File: src/rtl/rv32i_pkg.sv
// RV32I decode types shared by the ID and EX stages.
// Opcodes, opclass codes, immediate formats and the ID/EX bundle.
package rv32i_pkg;

  localparam logic [6:0] OP_LUI    = 7'b0110111;
  localparam logic [6:0] OP_AUIPC  = 7'b0010111;
  localparam logic [6:0] OP_JAL    = 7'b1101111;
  localparam logic [6:0] OP_JALR   = 7'b1100111;
  localparam logic [6:0] OP_BRANCH = 7'b1100011;
  localparam logic [6:0] OP_LOAD   = 7'b0000011;
  localparam logic [6:0] OP_STORE  = 7'b0100011;
  localparam logic [6:0] OP_OPIMM  = 7'b0010011;
  localparam logic [6:0] OP_OP     = 7'b0110011;
  localparam logic [6:0] OP_MISC   = 7'b0001111;
  localparam logic [6:0] OP_SYSTEM = 7'b1110011;

  typedef enum logic [3:0] {
    OPC_BUBBLE   = 4'd0,
    OPC_LUI      = 4'd1,
    OPC_AUIPC    = 4'd2,
    OPC_JAL      = 4'd3,
    OPC_JALR     = 4'd4,
    OPC_BRANCH   = 4'd5,
    OPC_LOAD     = 4'd6,
    OPC_STORE    = 4'd7,
    OPC_OPIMM    = 4'd8,
    OPC_OP       = 4'd9,
    OPC_MISC_MEM = 4'd10,
    OPC_SYSTEM   = 4'd11,
    OPC_ILLEGAL  = 4'd12
  } opclass_e;

  typedef enum logic [2:0] {
    IMM_NONE,
    IMM_I,
    IMM_S,
    IMM_B,
    IMM_U,
    IMM_J
  } imm_fmt_e;

  typedef struct packed {
    logic        valid;
    logic [31:0] pc;
    logic [31:0] imm;
    logic [4:0]  rs1;
    logic [4:0]  rs2;
    logic [4:0]  rd;
    logic [2:0]  funct3;
    logic        funct7b;
    opclass_e    opc;
    logic        pred_taken;
    logic        illegal;
  } id_ex_t;

endpackage

File: src/rtl/pipeline_id_decode_if.sv
// IF <-> ID link: fetched slot forward, redirect back.
// master is the fetch side, slave is the decode side.
interface pipeline_id_decode_if;
  logic [31:0] instructionF_i;
  logic [31:0] pcPlus4F_i;
  logic [31:0] redirectionD_o;
  logic        takenD_o;

  modport master (
    output instructionF_i,
    output pcPlus4F_i,
    input  redirectionD_o,
    input  takenD_o
  );

  modport slave (
    input  instructionF_i,
    input  pcPlus4F_i,
    output redirectionD_o,
    output takenD_o
  );
endinterface

File: src/rtl/rv32i_imm_gen.sv
// Combinational RV32I immediate generator.
// Sign-extends the I/S/B/U/J immediate selected by fmt.
module rv32i_imm_gen
  import rv32i_pkg::*;
(
  input  logic [31:0] instr,
  input  imm_fmt_e    fmt,
  output logic [31:0] imm
);

  logic unused_op;
  assign unused_op = ^instr[6:0];

  always_comb begin
    imm = '0;
    unique case (fmt)
      IMM_I: imm = {{20{instr[31]}},
                    instr[31:20]};
      IMM_S: imm = {{20{instr[31]}},
                    instr[31:25],
                    instr[11:7]};
      IMM_B: imm = {{19{instr[31]}},
                    instr[31], instr[7],
                    instr[30:25],
                    instr[11:8], 1'b0};
      IMM_U: imm = {instr[31:12], 12'h0};
      IMM_J: imm = {{11{instr[31]}},
                    instr[31],
                    instr[19:12],
                    instr[20],
                    instr[30:21], 1'b0};
      default: imm = '0;
    endcase
  end

endmodule

File: src/rtl/pipeline_id_decode.sv
// RV32I decode stage: field/immediate decode, BTFN prediction,
// wrong-path squash and the ID/EX pipeline register.
module pipeline_id_decode
  import rv32i_pkg::*;
#(
  parameter int KILL_SLOTS = 2,
  parameter int XLEN       = 32
) (
  input  logic            clk,
  input  logic            resetn,
  input  logic            enable,
  pipeline_id_decode_if.slave ifd,
  input  logic            flushE_i,
  output logic            validE_o,
  output logic [XLEN-1:0] pcE_o,
  output logic [XLEN-1:0] immE_o,
  output logic [4:0]      rs1E_o,
  output logic [4:0]      rs2E_o,
  output logic [4:0]      rdE_o,
  output logic [2:0]      funct3E_o,
  output logic            funct7bE_o,
  output logic [3:0]      opclassE_o,
  output logic            predTakenE_o,
  output logic            illegalE_o
);

  localparam int KW = $clog2(KILL_SLOTS + 1);
  localparam logic [KW-1:0] KLOAD = KW'(KILL_SLOTS);

  logic [31:0]     instr;
  logic [6:0]      op;
  logic [XLEN-1:0] pc_d;
  logic [31:0]     imm;
  logic [KW-1:0]   kill_q;
  logic            bubble;
  logic            active;
  logic            taken;
  opclass_e        opc;
  imm_fmt_e        fmt;
  id_ex_t          d;
  id_ex_t          ex_q;

  assign instr  = ifd.instructionF_i;
  assign op     = instr[6:0];
  assign pc_d   = ifd.pcPlus4F_i - 32'd4;
  assign bubble = (instr == 32'h0)
                | (kill_q != '0);

  always_comb begin
    opc = OPC_ILLEGAL;
    fmt = IMM_NONE;
    unique case (1'b1)
      (op == OP_LUI):    begin opc = OPC_LUI;      fmt = IMM_U; end
      (op == OP_AUIPC):  begin opc = OPC_AUIPC;    fmt = IMM_U; end
      (op == OP_JAL):    begin opc = OPC_JAL;      fmt = IMM_J; end
      (op == OP_JALR):   begin opc = OPC_JALR;     fmt = IMM_I; end
      (op == OP_BRANCH): begin opc = OPC_BRANCH;   fmt = IMM_B; end
      (op == OP_LOAD):   begin opc = OPC_LOAD;     fmt = IMM_I; end
      (op == OP_STORE):  begin opc = OPC_STORE;    fmt = IMM_S; end
      (op == OP_OPIMM):  begin opc = OPC_OPIMM;    fmt = IMM_I; end
      (op == OP_OP):     begin opc = OPC_OP;       fmt = IMM_NONE; end
      (op == OP_MISC):   begin opc = OPC_MISC_MEM; fmt = IMM_I; end
      (op == OP_SYSTEM): begin opc = OPC_SYSTEM;   fmt = IMM_I; end
      default:           begin opc = OPC_ILLEGAL;  fmt = IMM_NONE; end
    endcase
  end

  rv32i_imm_gen u_imm (
    .instr (instr),
    .fmt   (fmt),
    .imm   (imm)
  );

  // BTFN: jumps always taken, branches taken only when backward.
  assign active = ~bubble & enable & ~flushE_i;
  assign taken  = active
                & ((opc == OPC_JAL)
                 | ((opc == OPC_BRANCH) & imm[31]));

  assign ifd.takenD_o       = taken;
  assign ifd.redirectionD_o = taken ? pc_d + imm
                                    : ifd.pcPlus4F_i;

  always_comb begin
    d = '0;
    if (!bubble) begin
      d.valid      = 1'b1;
      d.pc         = pc_d;
      d.imm        = imm;
      d.rs1        = instr[19:15];
      d.rs2        = instr[24:20];
      d.rd         = instr[11:7];
      d.funct3     = instr[14:12];
      d.funct7b    = instr[30];
      d.opc        = opc;
      d.pred_taken = taken;
      d.illegal    = (opc == OPC_ILLEGAL);
    end
  end

  always_ff @(posedge clk) begin
    if (!resetn) begin
      ex_q   <= '0;
      kill_q <= '0;
    end else begin
      if (flushE_i)
        ex_q <= '0;
      else if (enable)
        ex_q <= d;

      if (flushE_i)
        kill_q <= KLOAD;
      else if (enable && taken)
        kill_q <= KLOAD;
      else if (enable && kill_q != '0)
        kill_q <= kill_q - 1'b1;
    end
  end

  assign validE_o     = ex_q.valid;
  assign pcE_o        = ex_q.pc;
  assign immE_o       = ex_q.imm;
  assign rs1E_o       = ex_q.rs1;
  assign rs2E_o       = ex_q.rs2;
  assign rdE_o        = ex_q.rd;
  assign funct3E_o    = ex_q.funct3;
  assign funct7bE_o   = ex_q.funct7b;
  assign opclassE_o   = ex_q.opc;
  assign predTakenE_o = ex_q.pred_taken;
  assign illegalE_o   = ex_q.illegal;

endmodule

File: src/flat_wrapper.sv
// flat-port wrapper written by rule: the top's interface ports become plain ports
module pipeline_id_decode_flat import rv32i_pkg::*;
#(
  parameter int KILL_SLOTS = 2,
  parameter int XLEN       = 32
)
  (clk, resetn, enable, flushE_i, validE_o, pcE_o, immE_o, rs1E_o, rs2E_o, rdE_o, funct3E_o, funct7bE_o, opclassE_o, predTakenE_o, illegalE_o, ifd_instructionF_i, ifd_pcPlus4F_i, ifd_redirectionD_o, ifd_takenD_o);
  pipeline_id_decode_if ifd_i ();
  input  logic clk;
  input  logic resetn;
  input  logic enable;
  input  logic flushE_i;
  output logic validE_o;
  output logic [XLEN-1:0] pcE_o;
  output logic [XLEN-1:0] immE_o;
  output logic [4:0] rs1E_o;
  output logic [4:0] rs2E_o;
  output logic [4:0] rdE_o;
  output logic [2:0] funct3E_o;
  output logic funct7bE_o;
  output logic [3:0] opclassE_o;
  output logic predTakenE_o;
  output logic illegalE_o;
  input wire logic [$bits(ifd_i.instructionF_i)-1:0] ifd_instructionF_i;
  input wire logic [$bits(ifd_i.pcPlus4F_i)-1:0] ifd_pcPlus4F_i;
  output wire logic [$bits(ifd_i.redirectionD_o)-1:0] ifd_redirectionD_o;
  output wire logic [$bits(ifd_i.takenD_o)-1:0] ifd_takenD_o;
  assign ifd_i.instructionF_i = ifd_instructionF_i;
  assign ifd_i.pcPlus4F_i = ifd_pcPlus4F_i;
  assign ifd_redirectionD_o = ifd_i.redirectionD_o;
  assign ifd_takenD_o = ifd_i.takenD_o;
  pipeline_id_decode #(.KILL_SLOTS(KILL_SLOTS), .XLEN(XLEN)) u_core (.clk(clk), .resetn(resetn), .enable(enable), .ifd(ifd_i), .flushE_i(flushE_i), .validE_o(validE_o), .pcE_o(pcE_o), .immE_o(immE_o), .rs1E_o(rs1E_o), .rs2E_o(rs2E_o), .rdE_o(rdE_o), .funct3E_o(funct3E_o), .funct7bE_o(funct7bE_o), .opclassE_o(opclassE_o), .predTakenE_o(predTakenE_o), .illegalE_o(illegalE_o));
endmodule
File: config.mk
export PLATFORM = sky130hd
export DESIGN_NAME = pipeline_id_decode_flat
export DESIGN_NICKNAME = d
export VERILOG_FILES = /design/src/rtl/rv32i_pkg.sv /design/src/rtl/pipeline_id_decode_if.sv /design/src/rtl/rv32i_imm_gen.sv /design/src/rtl/pipeline_id_decode.sv /design/src/flat_wrapper.sv
export SDC_FILE = /design/constraint.sdc
export NUM_CORES = 1
export LEC_CHECK = 0
export ABC_AREA = 1
export CAP_MARGIN = 40
export CORE_ASPECT_RATIO = 1.2
export CORE_UTILIZATION = 40
export DETAILED_ROUTE_END_ITERATION = 10
export DONT_BUFFER_PORTS = 1
export SYNTH_ARGS = -nofsm -noshare
export SYNTH_HDL_FRONTEND = slang
export SYNTH_SLANG_ARGS = --single-unit
File: constraint.sdc
create_clock -name clk -period 5.8 [get_ports clk]
set_input_delay 1.16 -clock clk [delete_from_list [all_inputs] [get_ports clk]]
set_output_delay 1.16 -clock clk [all_outputs]
set_load 0.03 [all_outputs]
==> metrics <==
clock power share 0.378; Post-route DRC 0; Longest Clk Path Bufs 2; detailed-route via count 7,705; Nets approximately 1.3k; Die X 123 um; met2 routed WL 12,800 um; GRT overflow 0; P_int 1.03 mW; fill count 1,900; most frequent cells in the layout nand2_1 (434), a21oi_1 (129), inv_1 (114), nor2_1 (107), dfxtp_1 (92); final clock skew 9.04 ps; TritonCTS clock tree yes; Syn Nets 1,290; worst hold start u_core.kill_q[0]$_SDFFE_PP0P_; HPWL Detailed ~21,000 um; Tcrit/Tclk final 0.943; WL/cell 18.8 um; Top-Level Pins 191; Clock transition at path regs 80 ps; Max stage delay on crit path ~380 ps; reg2reg start u_core.kill_q[0]$_SDFFE_PP0P_; met1 wire length ~11,000 um; chip height 147 um; routed wire length on met3 2140 um; NetSw about 0.52 mW; Max-cap violations 0; WHS Endpoint u_core.kill_q[0]$_SDFFE_PP0P_; Worst-Margin Slew 810 ps; sw frac 0.336; Seq pwr share 0.437; P per Cell Area 204 nW/um2; dominant cell type by area after synthesis dfxtp_1; Hold/Removal Path Class flip-flop to flip-flop; core area 17,000 um2; placed cell count about 1.4k; Final min period between 5000 and 6000 ps; fmax 183 MHz; syn_area_per_cell around 6 um2; CP Capture Type output pin; highest routed layer met4; Crit-path slowest cell ha_1; outcome finished clean; post-DR vias/cell 5.49; Core Rows between 50 and 60; H-tree Lvls 3; dpl ws around 270 ps; RD Place Congestion 0.940; Mapped Area 7050 um2; flops & latches, synth 92; number of diodes 0; Final Hold Slack 535 ps; Cell variety after synth 38; Root Driver clkbuf_16; CP Cell Sequence inv_1 > ha_1 > nand3_2 > nor2_4 > nand2_1 > nor2_1 > nand2_1 > xor2_1 > inv_1 > ha_1 > nand2_1 > nor2_1 > nand2_1 > nor3_1 > nand2_1 > nand2_1 > inv_1 > nand2_1 > nand3_1 > nand2_1; slew margin rel. 0.460; layout cell share with drive strength beyond 1 0.0497; Clock Latency Late Sink 350 ps; Mapped Cells ~1.2k; Synth area leaders dfxtp_1 (26%), nand2_1 (23%), a21oi_1 (9.2%); Seq/Total Area, Yosys 0.261; Top cell by count, worst path nand2_1; final worst slack around 330 ps; commonest non-fill, non-tap cell in the layout nand2_1; TNS Setup 0 ps; GRT Util Overall 0.287; area of the multi-input gates 4560 um2; r2r endpoint u_core.opclassE_o[2]$_SDFFE_PP0P_; Reg area roughly 1800 um2; Final Power roughly 1.5 mW; largest net degree at the start of global routing 76; Startpoint Class primary input; Crit Path Class primary input to output pin; DRT iter0 DRCs 587; antenna violations before repair 0; Total Die Area 18,200 um2; wirelength, routed 26,400 um; Sink Count 92; YS warnings 0; Area Growth Syn to Fin 7.42%; Final ANT Viol Nets 0; Critical Path RT 4640 ps; Starting Density 0.413; final hold violations 0; port bufs 0; reg2reg setup slack 3430 ps; hold path depth 3; post-synth top area share 0.261; FF-to-FF path depth 9; DRT Pass-1 Iters 7; combinational power share 0.184; Worst Path Max Fanout 5; first-pass GRT wire length 39,600 um; final setup fails 0; TritonCTS Buffers 9; fin. max-slew vios 0; RSZ-0062 raised after global routing no; vias in the first global route 7,299; Max VDD drop 0.176 mV; Post-CTS Setup Bufs 0; Critical Path AT 4310 ps; fin cells 1,403; Leak 3.43 nW
==> final cells by class <==
class | instances | share of cell area
Multi-Input combinational cell | 936 | 0.603
Tap cell | 216 | 0.0357
Clock buffer | 9 | 0.0298
Clock inverter | 7 | 0.00942
Sequential cell | 92 | 0.243
Timing Repair Buffer | 22 | 0.0192
Inverter | 121 | 0.0600
==> power by group through the flow <==
stage	registers (mW)	logic (mW)	clock network [mW]
after floorplan	0.688	0.219	0
after global placement	0.691	0.279	0
after detailed placement	0.692	0.281	0
after CTS	0.677	0.282	0.594
after global routing	0.678	0.316	0.616
final	0.677	0.285	0.585
==> synth_stat cells, drive strengths merged <==
library cell	n
a21boi	2
a21o	2
a21oi	129
a22oi	1
a31oi	1
and2	1
buf	19
clkbuf	20
dfxtp	92
fa	1
ha	33
inv	121
nand2	435
nand3	75
nand3b	5
nand4	26
nor2	113
nor3	12
nor4	2
o211ai	1
o21a	2
o21ai	43
o21bai	8
o22ai	1
or2	5
xnor2	5
xor2	33
==> worst max-delay path, delay by kind of cell <==
family | cells | cell delay [ps]
AND/OR/NAND/NOR | 14 | 2140
adder cells (fa/ha/maj) | 2 | 620
buffers and inverters | 3 | 230
XOR/XNOR | 1 | 160
==> timing repair <==
item / CTS / global route
gates resized for setup: 0 / 1
setup endpoints to repair: 0 / 1
hold buffers: 0 / 0
==> kinds of logic after synthesis <==
kind of cell	Yosys count	synth area share
and+or+nand+nor	674	0.396
adders and majority gates	34	0.0614
DFF	92	0.261
buffers and inverters	160	0.0925
AOI/OAI and AO/OA	190	0.142
xor gates and xnor gates	38	0.0472
==> metal layers <==
layer  vias up  track usage
met4         0       0.0970
met1      3541        0.354
met2       316        0.497
met3        42       0.0505
li1       3806            -
met5         -            0
==> how the worst max path moves through the flow <==
stage / from / to / cells past startpoint
2_1_floorplan: ifd_instructionF_i[0] / ifd_redirectionD_o[14] / 18
3_3_place_gp: ifd_pcPlus4F_i[2] / ifd_redirectionD_o[21] / 19
3_5_place_dp: ifd_pcPlus4F_i[2] / ifd_redirectionD_o[21] / 19
4_1_cts: ifd_pcPlus4F_i[2] / ifd_redirectionD_o[21] / 19
5_1_grt: ifd_pcPlus4F_i[2] / ifd_redirectionD_o[29] / 21
6_report: ifd_pcPlus4F_i[2] / ifd_redirectionD_o[31] / 20
==> stage by stage <==
step / utilization / area (um2)
3_3_place_gp: 0.424 / 7230
2_1_floorplan: - / 7050
3_5_place_dp: 0.426 / 7270
4_1_cts: 0.444 / 7570
6_report: 0.444 / 7570
5_1_grt: 0.444 / 7570
==> flip-flops by register name (all words and copies together) (netlist names) <==
signal	cells
u_core.funct3E_o	3
u_core.funct7bE_o	1
u_core.illegalE_o	1
u_core.immE_o	32
u_core.kill_q	2
u_core.opclassE_o	4
u_core.pcE_o	32
u_core.predTakenE_o	1
u_core.rdE_o	5
u_core.rs1E_o	5
u_core.rs2E_o	5
u_core.validE_o	1
Note: power is estimated with default switching activity, not from simulation.
